==> src/rtl/spi_bus_arbiter.sv <==
`default_nettype none
// ==========================================================================
// spi_bus_arbiter : round-robin sharing of one spi_master among NUM_REQ
// requesters, with chip-select ownership and a CS-high guard gap.
// Optional grant watchdog enabled by defining SPI_ARB_TIMEOUT_EN.
// Revision: 1.0
// ==========================================================================
module spi_bus_arbiter #(
  parameter int NUM_REQ        = 2,
  parameter int GAP_CYCLES     = 4,
  parameter int TIMEOUT_CYCLES = 65535
) (
  input  logic                   clk,
  input  logic                   rst_n,
  input  logic [NUM_REQ-1:0]     req,
  output logic [NUM_REQ-1:0]     gnt,
  input  logic [NUM_REQ-1:0]     req_cs_n,
  input  logic [NUM_REQ-1:0]     req_start,
  input  logic [NUM_REQ-1:0]     req_tx_valid,
  input  logic [8*NUM_REQ-1:0]   req_tx_data,
  output logic [NUM_REQ-1:0]     req_tx_ready,
  output logic [NUM_REQ-1:0]     req_rx_valid,
  output logic [7:0]             req_rx_data,
  output logic [NUM_REQ-1:0]     req_busy,
  output logic [NUM_REQ-1:0]     dev_cs_n,
  output logic                   spi_start,
  output logic                   spi_tx_valid,
  output logic [7:0]             spi_tx_data,
  input  logic                   spi_tx_ready,
  input  logic                   spi_rx_valid,
  input  logic [7:0]             spi_rx_data,
  input  logic                   spi_busy,
  output logic                   timeout_err
);

  localparam int PTR_W = (NUM_REQ > 1) ? $clog2(NUM_REQ) : 1;
  localparam int GAP_W = $clog2(GAP_CYCLES + 1);

  typedef enum logic [1:0] {
    ST_IDLE    = 2'd0,
    ST_ACTIVE  = 2'd1,
    ST_RELEASE = 2'd2,
    ST_GAP     = 2'd3
  } state_t;

  state_t             state_q, state_d;
  logic [NUM_REQ-1:0] gnt_q, gnt_d;
  logic [PTR_W-1:0]   g_q, g_d;
  logic [PTR_W-1:0]   rr_ptr_q, rr_ptr_d;
  logic [GAP_W-1:0]   gap_q, gap_d;
  logic [NUM_REQ-1:0] eligible;
  logic               timeout_hit;
  logic               found;
  logic [PTR_W-1:0]   pick;
  logic [PTR_W-1:0]   idx_v;
  logic               active;
  logic               held;

  assign active = (state_q == ST_ACTIVE);
  assign held   = active || (state_q == ST_RELEASE);

`ifdef SPI_ARB_TIMEOUT_EN
  localparam int TO_W = $clog2(TIMEOUT_CYCLES + 1);

  logic [TO_W-1:0]    to_cnt_q, to_cnt_d;
  logic               timeout_err_q, timeout_err_d;
  logic [NUM_REQ-1:0] blocked_q, blocked_d;

  // A timed-out requester stays ineligible until it drops req once.
  always_comb begin
    timeout_hit   = active && (to_cnt_q == TO_W'(TIMEOUT_CYCLES - 1));
    to_cnt_d      = active ? (to_cnt_q + TO_W'(1)) : '0;
    timeout_err_d = timeout_hit;
    blocked_d     = blocked_q & req;
    if (timeout_hit) begin
      blocked_d = blocked_d | gnt_q;
    end
  end

  always_ff @(posedge clk or negedge rst_n) begin
    if (!rst_n) begin
      to_cnt_q      <= '0;
      timeout_err_q <= 1'b0;
      blocked_q     <= '0;
    end else begin
      to_cnt_q      <= to_cnt_d;
      timeout_err_q <= timeout_err_d;
      blocked_q     <= blocked_d;
    end
  end

  assign eligible    = req & ~blocked_q;
  assign timeout_err = timeout_err_q;
`else
  assign timeout_hit = 1'b0;
  assign eligible    = req;
  assign timeout_err = 1'b0;
`endif

  // First eligible requester at or after rr_ptr, wrapping modulo NUM_REQ.
  always_comb begin
    found = 1'b0;
    pick  = rr_ptr_q;
    idx_v = rr_ptr_q;
    for (int k = 0; k < NUM_REQ; k++) begin
      if (!found && eligible[idx_v]) begin
        found = 1'b1;
        pick  = idx_v;
      end
      idx_v = (idx_v == PTR_W'(NUM_REQ - 1)) ? '0 : (idx_v + PTR_W'(1));
    end
  end

  always_comb begin
    state_d  = state_q;
    gnt_d    = gnt_q;
    g_d      = g_q;
    rr_ptr_d = rr_ptr_q;
    gap_d    = gap_q;
    unique case (state_q)
      ST_IDLE: begin
        if (found) begin
          state_d = ST_ACTIVE;
          g_d     = pick;
          gnt_d   = NUM_REQ'(1) << pick;
        end
      end
      ST_ACTIVE: begin
        if (!req[g_q] || timeout_hit) begin
          state_d = ST_RELEASE;
        end
      end
      ST_RELEASE: begin
        if (!spi_busy) begin
          state_d  = ST_GAP;
          gnt_d    = '0;
          rr_ptr_d = (g_q == PTR_W'(NUM_REQ - 1)) ? '0 : (g_q + PTR_W'(1));
          gap_d    = GAP_W'(GAP_CYCLES);
        end
      end
      ST_GAP: begin
        if (gap_q <= GAP_W'(1)) begin
          state_d = ST_IDLE;
          gap_d   = '0;
        end else begin
          gap_d = gap_q - GAP_W'(1);
        end
      end
      default: state_d = ST_IDLE;
    endcase
  end

  always_ff @(posedge clk or negedge rst_n) begin
    if (!rst_n) begin
      state_q  <= ST_IDLE;
      gnt_q    <= '0;
      g_q      <= '0;
      rr_ptr_q <= '0;
      gap_q    <= '0;
    end else begin
      state_q  <= state_d;
      gnt_q    <= gnt_d;
      g_q      <= g_d;
      rr_ptr_q <= rr_ptr_d;
      gap_q    <= gap_d;
    end
  end

  // rx_valid stays routed through RELEASE so a final in-flight byte is delivered.
  always_comb begin
    dev_cs_n     = '1;
    spi_start    = 1'b0;
    spi_tx_valid = 1'b0;
    spi_tx_data  = '0;
    req_tx_ready = '0;
    req_rx_valid = '0;
    req_busy     = '1;
    for (int i = 0; i < NUM_REQ; i++) begin
      if (gnt_q[i] && active) begin
        dev_cs_n[i]     = req_cs_n[i] | ~req[i];
        spi_start       = req_start[i];
        spi_tx_valid    = req_tx_valid[i];
        spi_tx_data     = req_tx_data[8*i +: 8];
        req_tx_ready[i] = spi_tx_ready;
        req_busy[i]     = spi_busy;
      end
      if (gnt_q[i] && held) begin
        req_rx_valid[i] = spi_rx_valid;
      end
    end
  end

  assign gnt         = gnt_q;
  assign req_rx_data = spi_rx_data;

endmodule
`default_nettype wire

==> config.mk <==
export PLATFORM = sky130hd
export DESIGN_NAME = spi_bus_arbiter
export DESIGN_NICKNAME = d
export VERILOG_FILES = /design/src/rtl/spi_bus_arbiter.sv
export SDC_FILE = /design/constraint.sdc
export NUM_CORES = 1
export LEC_CHECK = 0
export ABC_CLOCK_PERIOD_IN_PS = 2900
export CAP_MARGIN = 10
export CORE_MARGIN = 2
export CORE_UTILIZATION = 37
export CTS_CLUSTER_SIZE = 25
export DETAILED_ROUTE_END_ITERATION = 12
export GPL_ROUTABILITY_DRIVEN = 0
export PLACE_DENSITY = 0.9
export SETUP_SLACK_MARGIN = 0.5
export SYNTH_ARGS = -nofsm -noshare
export SYNTH_HDL_FRONTEND = slang
export SYNTH_SLANG_ARGS = --single-unit
==> constraint.sdc <==
create_clock -name clk -period 2.9 [get_ports clk]
set_clock_uncertainty 0.05 [all_clocks]
set_input_delay 0.58 -clock clk [delete_from_list [all_inputs] [get_ports clk]]
set_output_delay 0.58 -clock clk [all_outputs]
set_load 0.05 [all_outputs]
==> flow_summary.toml, run 1 <==
[synth]
synth.area.top_cells = "dfrtp_1 25%, ha_1 8.2%, nand2_1 7.8%"
yosysMostFrequentCell = "nand2_1"
ys_warn_count = 0
yosys.area.top_type_share_pct = 24.5
ys_seq_area_share_pct = 24.5
async_reset_ff_share_pct = 100
syn_nets = 159
syn_avg_cell_area_um2 = 7.92
synth-edff-count = 0
syn_area_um2 = 918
synth_area_leader_cell = "dfrtp_1"
ys_types = 35
ys_ff_latch = 9
synth_common_cells = "19 x nand2_1, 10 x o21ai_0, 9 x buf_4, 9 x dfrtp_1, 7 x and2_1"
ys.flop_type = "dfrtp_1"
syn_inst = 116

[clocking]
clock_sinks = 9
clk_latency_ns = 0.26
clk_pin_slew_worst_paths_ns = 0.06
ctsLongestPathBuffers = 2
htree_levels = 1
root_buffer = "clkbuf_4"
cts_hold_buf = 0
numCtsBuffers = 3
cts_tree = "done"

[power]
vdd_drop_max_mv = 0.605
leakage_nw = 0.615
total_power_mw = 1.32
powerDensity_nw_per_um2 = 965

[layout]
diodes = 0
multiInputGateArea_um2 = 588
layout-drive-gt1-share_pct = 20.0
utilization_pct = 56.9
fill_cells = 217
fin_area_um2 = 1370
regArea_um2 = 225
syn2layout_area_growth_pct = 49.3
fin_nets = 199

[worst_setup_path]
arrival_ns = 1.65
end_kind = "primary output"
path_class = "in -> out"
cp.required_ns = 2.27
crit_path_cell_trace = "clkdlybuf4s50_1 -> nand3b_1 -> buf_12"
cpMaxStageDelayCell = "clkdlybuf4s50_1"
path_max_fanout = 9
crit_path_start_kind = "input pin"
cpPeakStageDelay_ns = 0.59

[global_route]
grt_max_degree = 18
overflow = 0
first_global_vias = 847
antenna_found_initial = 0
grt_pass1_wl_um = 3530
track_usage_pct = 17.1

[routing]
wl_per_cell_um = 13.6
drtIter0Drc = 17
drc_errors = 0
drt_wl_total_um = 2520
viasPerCell = 5.28
dr.pass1.iters = 4
vias = 976
ant_nets = 0

[timing]
fin_tns_setup_ns = 0
period_share_pct = 78.6
worst_slew_pin_slew_ns = 0.498
max_slew_margin_pct = 66.7
timing.final.crit_period_ns = 2.28
hold_viol_final = 0
fmax_mhz = 439
setup_viol = 0
grt_setup_unrepaired = "false"
final_max_slew_viol_count = 0
final.setup.worst_slack_ns = 0.621

[floorplan]
num_rows = 18
start_util_pct = 38.1
die_x_um = 53.8
die_y_um = 53.8
die_area_um2 = 2900
boundaryPins = 66
core_um2 = 2410

[placed_design]
numPortBuffers = 48
placed_area_um2 = 1340
dp_slack_ns = 0.604
post-dp-hpwl_um = 2040

[min_path]
hold_class = "reg -> reg"

[run_status]
outcome = "complete, no violations"

[job]
cap_violations = 0
-- cell type report --
cell class | count | share of cell area [%]
Inverter | 5 | 1.37
Multi-Input combinational cell | 87 | 42.9
Clock buffer | 4 | 1.92
Timing Repair Buffer | 50 | 34.7
Sequential cell | 9 | 16.4
Tap cell | 30 | 2.74
-- per-stage QoR --
step	instances	hold slack [ns]
global placement	181	0.444
finish	185	0.489
detailed placement	181	0.482
CTS	185	0.489
global route	185	0.509
floorplan	116	0.234
-- path summary, 6_finish.rpt --
kind	startpoint	to	slack [ns]	depth (start not counted)
worst max-delay path	spi_busy	req_busy[0]	0.62	3
worst min-delay path	g_q$_DFFE_PN0P_	rr_ptr_q$_DFFE_PN0P_	0.49	1
worst max register to register	state_q[0]$_DFFE_PN0P_	gap_q[2]$_DFFE_PN0P_	1.14	5
worst min register to register	g_q$_DFFE_PN0P_	rr_ptr_q$_DFFE_PN0P_	0.49	1
max in group asynchronous	rst_n	rr_ptr_q$_DFFE_PN0P_	1.97	1
min in group asynchronous	rst_n	g_q$_DFFE_PN0P_	0.56	1
-- layer usage --
metal / global-route usage [%] / routed length, µm / up-vias
met1: 17.7 / 897 / 461
met3: 6.39 / 225 / 6
met5: 0 / 0 / -
li1: - / - / 467
met4: 7.69 / 38 / 0
met2: 30.5 / 1350 / 42
-- worst max-delay path, delay by kind of cell --
family	cells	cell delay, ns
and+or+nand+nor	1	0.30
buffers and inverters	2	0.77
-- cells by family (layout without fill, tap and decap cells) --
logic type / count (synthesis) / count (layout) / synth area share [%]
flops: 9 / 9 / 24.5
simple gates: 48 / 48 / 27.5
buf+inv: 20 / 59 / 12.0
other cells: 1 / 1 / 0.408
mux: 4 / 4 / 5.45
compound gates: 27 / 27 / 21.0
xor+xnor: 1 / 1 / 0.954
fa+ha+maj: 6 / 6 / 8.17
-- layout by cell type (no fill, tap or decap), drive strengths merged, types with 3 or more instances in the layout --
| master | n |
|---|---|
| a21oi | 3 |
| a22oi | 4 |
| and2 | 7 |
| and3 | 4 |
| buf | 20 |
| clkbuf | 4 |
| clkdlybuf4s50 | 30 |
| dfrtp | 9 |
| ha | 6 |
| inv | 5 |
| nand2 | 20 |
| nor2 | 3 |
| nor2b | 6 |
| o21ai | 11 |
-- where the power goes --
group / internal (mW) / switching [mW] / leakage [nW]
registers: 0.190 / 0.0759 / 0.107
clock network: 0.0528 / 0.0412 / 0.0150
logic: 0.392 / 0.572 / 0.493
total: 0.635 / 0.689 / 0.615
-- state kept, by name, indices dropped and copies added (netlist names) --
| register | count |
|---|---|
| g_q | 1 |
| state_q | 2 |
| gap_q | 3 |
| rr_ptr_q | 1 |
| gnt | 2 |
-- what timing repair did --
item,CTS,global route
endpoints found under the setup margin,0,11
gates resized for setup,0,1
buffers inserted,0,0
(Power assumes the default switching activity.)
==> run 2, diff against run 1 <==
--- a/config.mk
+++ b/config.mk
@@ -5,14 +5,14 @@
 export SDC_FILE = /design/constraint.sdc
 export NUM_CORES = 1
 export LEC_CHECK = 0
-export ABC_CLOCK_PERIOD_IN_PS = 2900
+export ABC_CLOCK_PERIOD_IN_PS = 2290
 export CAP_MARGIN = 10
 export CORE_MARGIN = 2
-export CORE_UTILIZATION = 37
+export CORE_UTILIZATION = 34
 export CTS_CLUSTER_SIZE = 25
 export DETAILED_ROUTE_END_ITERATION = 12
 export GPL_ROUTABILITY_DRIVEN = 0
-export PLACE_DENSITY = 0.9
+export PLACE_DENSITY = 0.84
 export SETUP_SLACK_MARGIN = 0.5
 export SYNTH_ARGS = -nofsm -noshare
 export SYNTH_HDL_FRONTEND = slang
==> constraint.sdc (replaced) <==
create_clock -name clk -period 2.29 [get_ports clk]
set_clock_uncertainty 0.05 [all_clocks]
set_input_delay 0.458 -clock clk [delete_from_list [all_inputs] [get_ports clk]]
set_output_delay 0.458 -clock clk [all_outputs]
set_load 0.05 [all_outputs]
==> flow_summary.toml, run 2 (synthesis gave the netlist of run 1 again) <==
[worst_setup_path]
arrival_ns = 1.46
path_max_fanout = 1
path_class = "in -> out"
crit_path_cell_trace = "clkdlybuf4s50_1 -> nand2_1 -> o21ai_1 -> and2_4 -> buf_12"
crit_path_start_kind = "input pin"
cpPeakStageDelay_ns = 0.46
end_kind = "primary output"
cpMaxStageDelayCell = "clkdlybuf4s50_1"
cp.required_ns = 1.78

[layout]
syn2layout_area_growth_pct = 91.6
layout-drive-gt1-share_pct = 39.1
layout.cells.most_common = "nand2_1"
fin_nets = 213
fill_cells = 178
multiInputGateArea_um2 = 669
regArea_um2 = 228
largest_reg_flops = 3
utilization_pct = 69.7
diodes = 0
largest_register = "gap_q"
layout.cells.non_filler = 199
layout_common_cells = "19 x nand2_1, 18 x clkdlybuf4s50_1, 18 x buf_12, 12 x buf_4, 10 x dlygate4sd2_1"

[routing]
drc_errors = 0
drt_wl_total_um = 3240
dr.pass1.iters = 4
wl_per_cell_um = 16.3
drtIter0Drc = 53
vias = 1039
ant_nets = 0
viasPerCell = 5.22

[clocking]
htree_levels = 1
root_buffer = "clkbuf_4"
numCtsBuffers = 3
clock_sinks = 9
clk_pin_slew_worst_paths_ns = 0.07
cts_tree = "done"
cts_hold_buf = 0
ctsLongestPathBuffers = 2
clk_latency_ns = 0.27

[power]
vdd_drop_max_mv = 0.738
combPwrFrac_pct = 78.2
powerDensity_nw_per_um2 = 1230
total_power_mw = 2.16
p_int_mw = 1.15
switching_share_pct = 47.0
seq_power_share_pct = 15.8
clockPowerShare_pct = 5.9
leakage_nw = 0.771
power.switching_mw = 1.02

[global_route]
first_global_vias = 1086
track_usage_pct = 19.5
antenna_found_initial = 0
overflow = 0
grt_pass1_wl_um = 4860
grt_max_degree = 18

[timing]
timing.final.crit_period_ns = 1.97
period_share_pct = 85.8
hold_viol_final = 0
fmax_mhz = 509
setup_viol = 0
fin_tns_setup_ns = 0
grt_setup_unrepaired = "true"
final_max_slew_viol_count = 0

[min_path]
hold_class = "in -> async"

[floorplan]
start_util_pct = 36.4
die_x_um = 56.0
die_y_um = 56.0
boundaryPins = 66
die_area_um2 = 3130
core_um2 = 2520
num_rows = 18

[placed_design]
placed_cells = 181
numPortBuffers = 48
post-dp-hpwl_um = 2140

[job]
cap_violations = 0

[run_status]
outcome = "complete, no violations"
[run 2: cell types whose count changed in the layout (fill, tap and decap cells not counted), moves of 3 or more]
| cell | previous run | this run |
|---|---|---|
| buf_12 | 2 | 18 |
| and2_1 | 7 | 0 |
| a22oi_2 | 0 | 3 |
| o21ai_0 | 10 | 4 |
| and2_4 | 0 | 6 |
| a22oi_1 | 4 | 1 |
| nor2b_4 | 0 | 4 |
| dlygate4sd2_1 | 0 | 10 |
| nor2b_1 | 5 | 2 |
| buf_6 | 0 | 4 |
| clkdlybuf4s50_1 | 30 | 18 |
| buf_4 | 18 | 12 |
| o21ai_1 | 0 | 6 |
[run 2: area by class of cell]
class,instances,area share (%)
Clock buffer,4,1.49
Inverter,5,1.07
Multi-Input combinational cell,87,38.1
Sequential cell,9,12.9
Timing Repair Buffer,64,44.3
Tap cell,30,2.13
[run 2: worst paths after layout]
| kind | from | end | slack (ns) | cells after the start |
|---|---|---|---|---|
| max | req_tx_data[0] | spi_tx_data[0] | 0.32 | 5 |
| min | rst_n | g_q$_DFFE_PN0P_ | 0.44 | 1 |
| max reg2reg | state_q[0]$_DFFE_PN0P_ | state_q[1]$_DFFE_PN0P_ | 0.48 | 7 |
| min reg2reg | g_q$_DFFE_PN0P_ | rr_ptr_q$_DFFE_PN0P_ | 0.48 | 1 |
| max in group asynchronous | rst_n | gnt[1]$_DFFE_PN0P_ | 1.43 | 1 |
| min in group clk | g_q$_DFFE_PN0P_ | rr_ptr_q$_DFFE_PN0P_ | 0.48 | 1 |
[run 2: what timing repair did]
item / CTS / global route
setup buffers: 10 / 4
endpoints found under the setup margin: 21 / 23
endpoints found under the hold margin: 0 / 0
pin swaps: 9 / 3
resized for setup: 31 / 11
[run 2: per-layer routing]
| metal | vias up | track usage (%) | part of all wire [%] |
|---|---|---|---|
| li1 | 492 | - | - |
| met1 | 483 | 22.5 | 42 |
| met2 | 56 | 34.6 | 49 |
| met3 | 8 | 5.35 | 7.2 |
| met4 | 0 | 5.78 | 1.5 |
| met5 | - | 0 | 0 |
[run 2: critical path, delay by kind of cell]
family                 cells  cell delay (ns)
AO/OA/AOI/OAI              1             0.16
buffers and inverters      2             0.59
AND/OR/NAND/NOR            2             0.25
[run 2: power by group through the flow]
stage	Combinational (mW)	Clock (mW)	Sequential, mW
5_1_grt	1.80	0.144	0.353
2_1_floorplan	0.942	0	0.372
4_1_cts	1.59	0.134	0.332
3_3_place_gp	1.35	0	0.360
6_report	1.69	0.128	0.342
3_5_place_dp	1.40	0	0.366
[run 2: per-stage QoR]
stage,hold slack (ns),instance area (µm²),setup slack (ns)
floorplan,0.112,977,0.481
global placement,0.436,1590,0.256
detailed placement,0.453,1590,0.192
CTS,0.437,1710,0.374
global route,0.468,1760,0.267
finish,0.436,1760,0.324
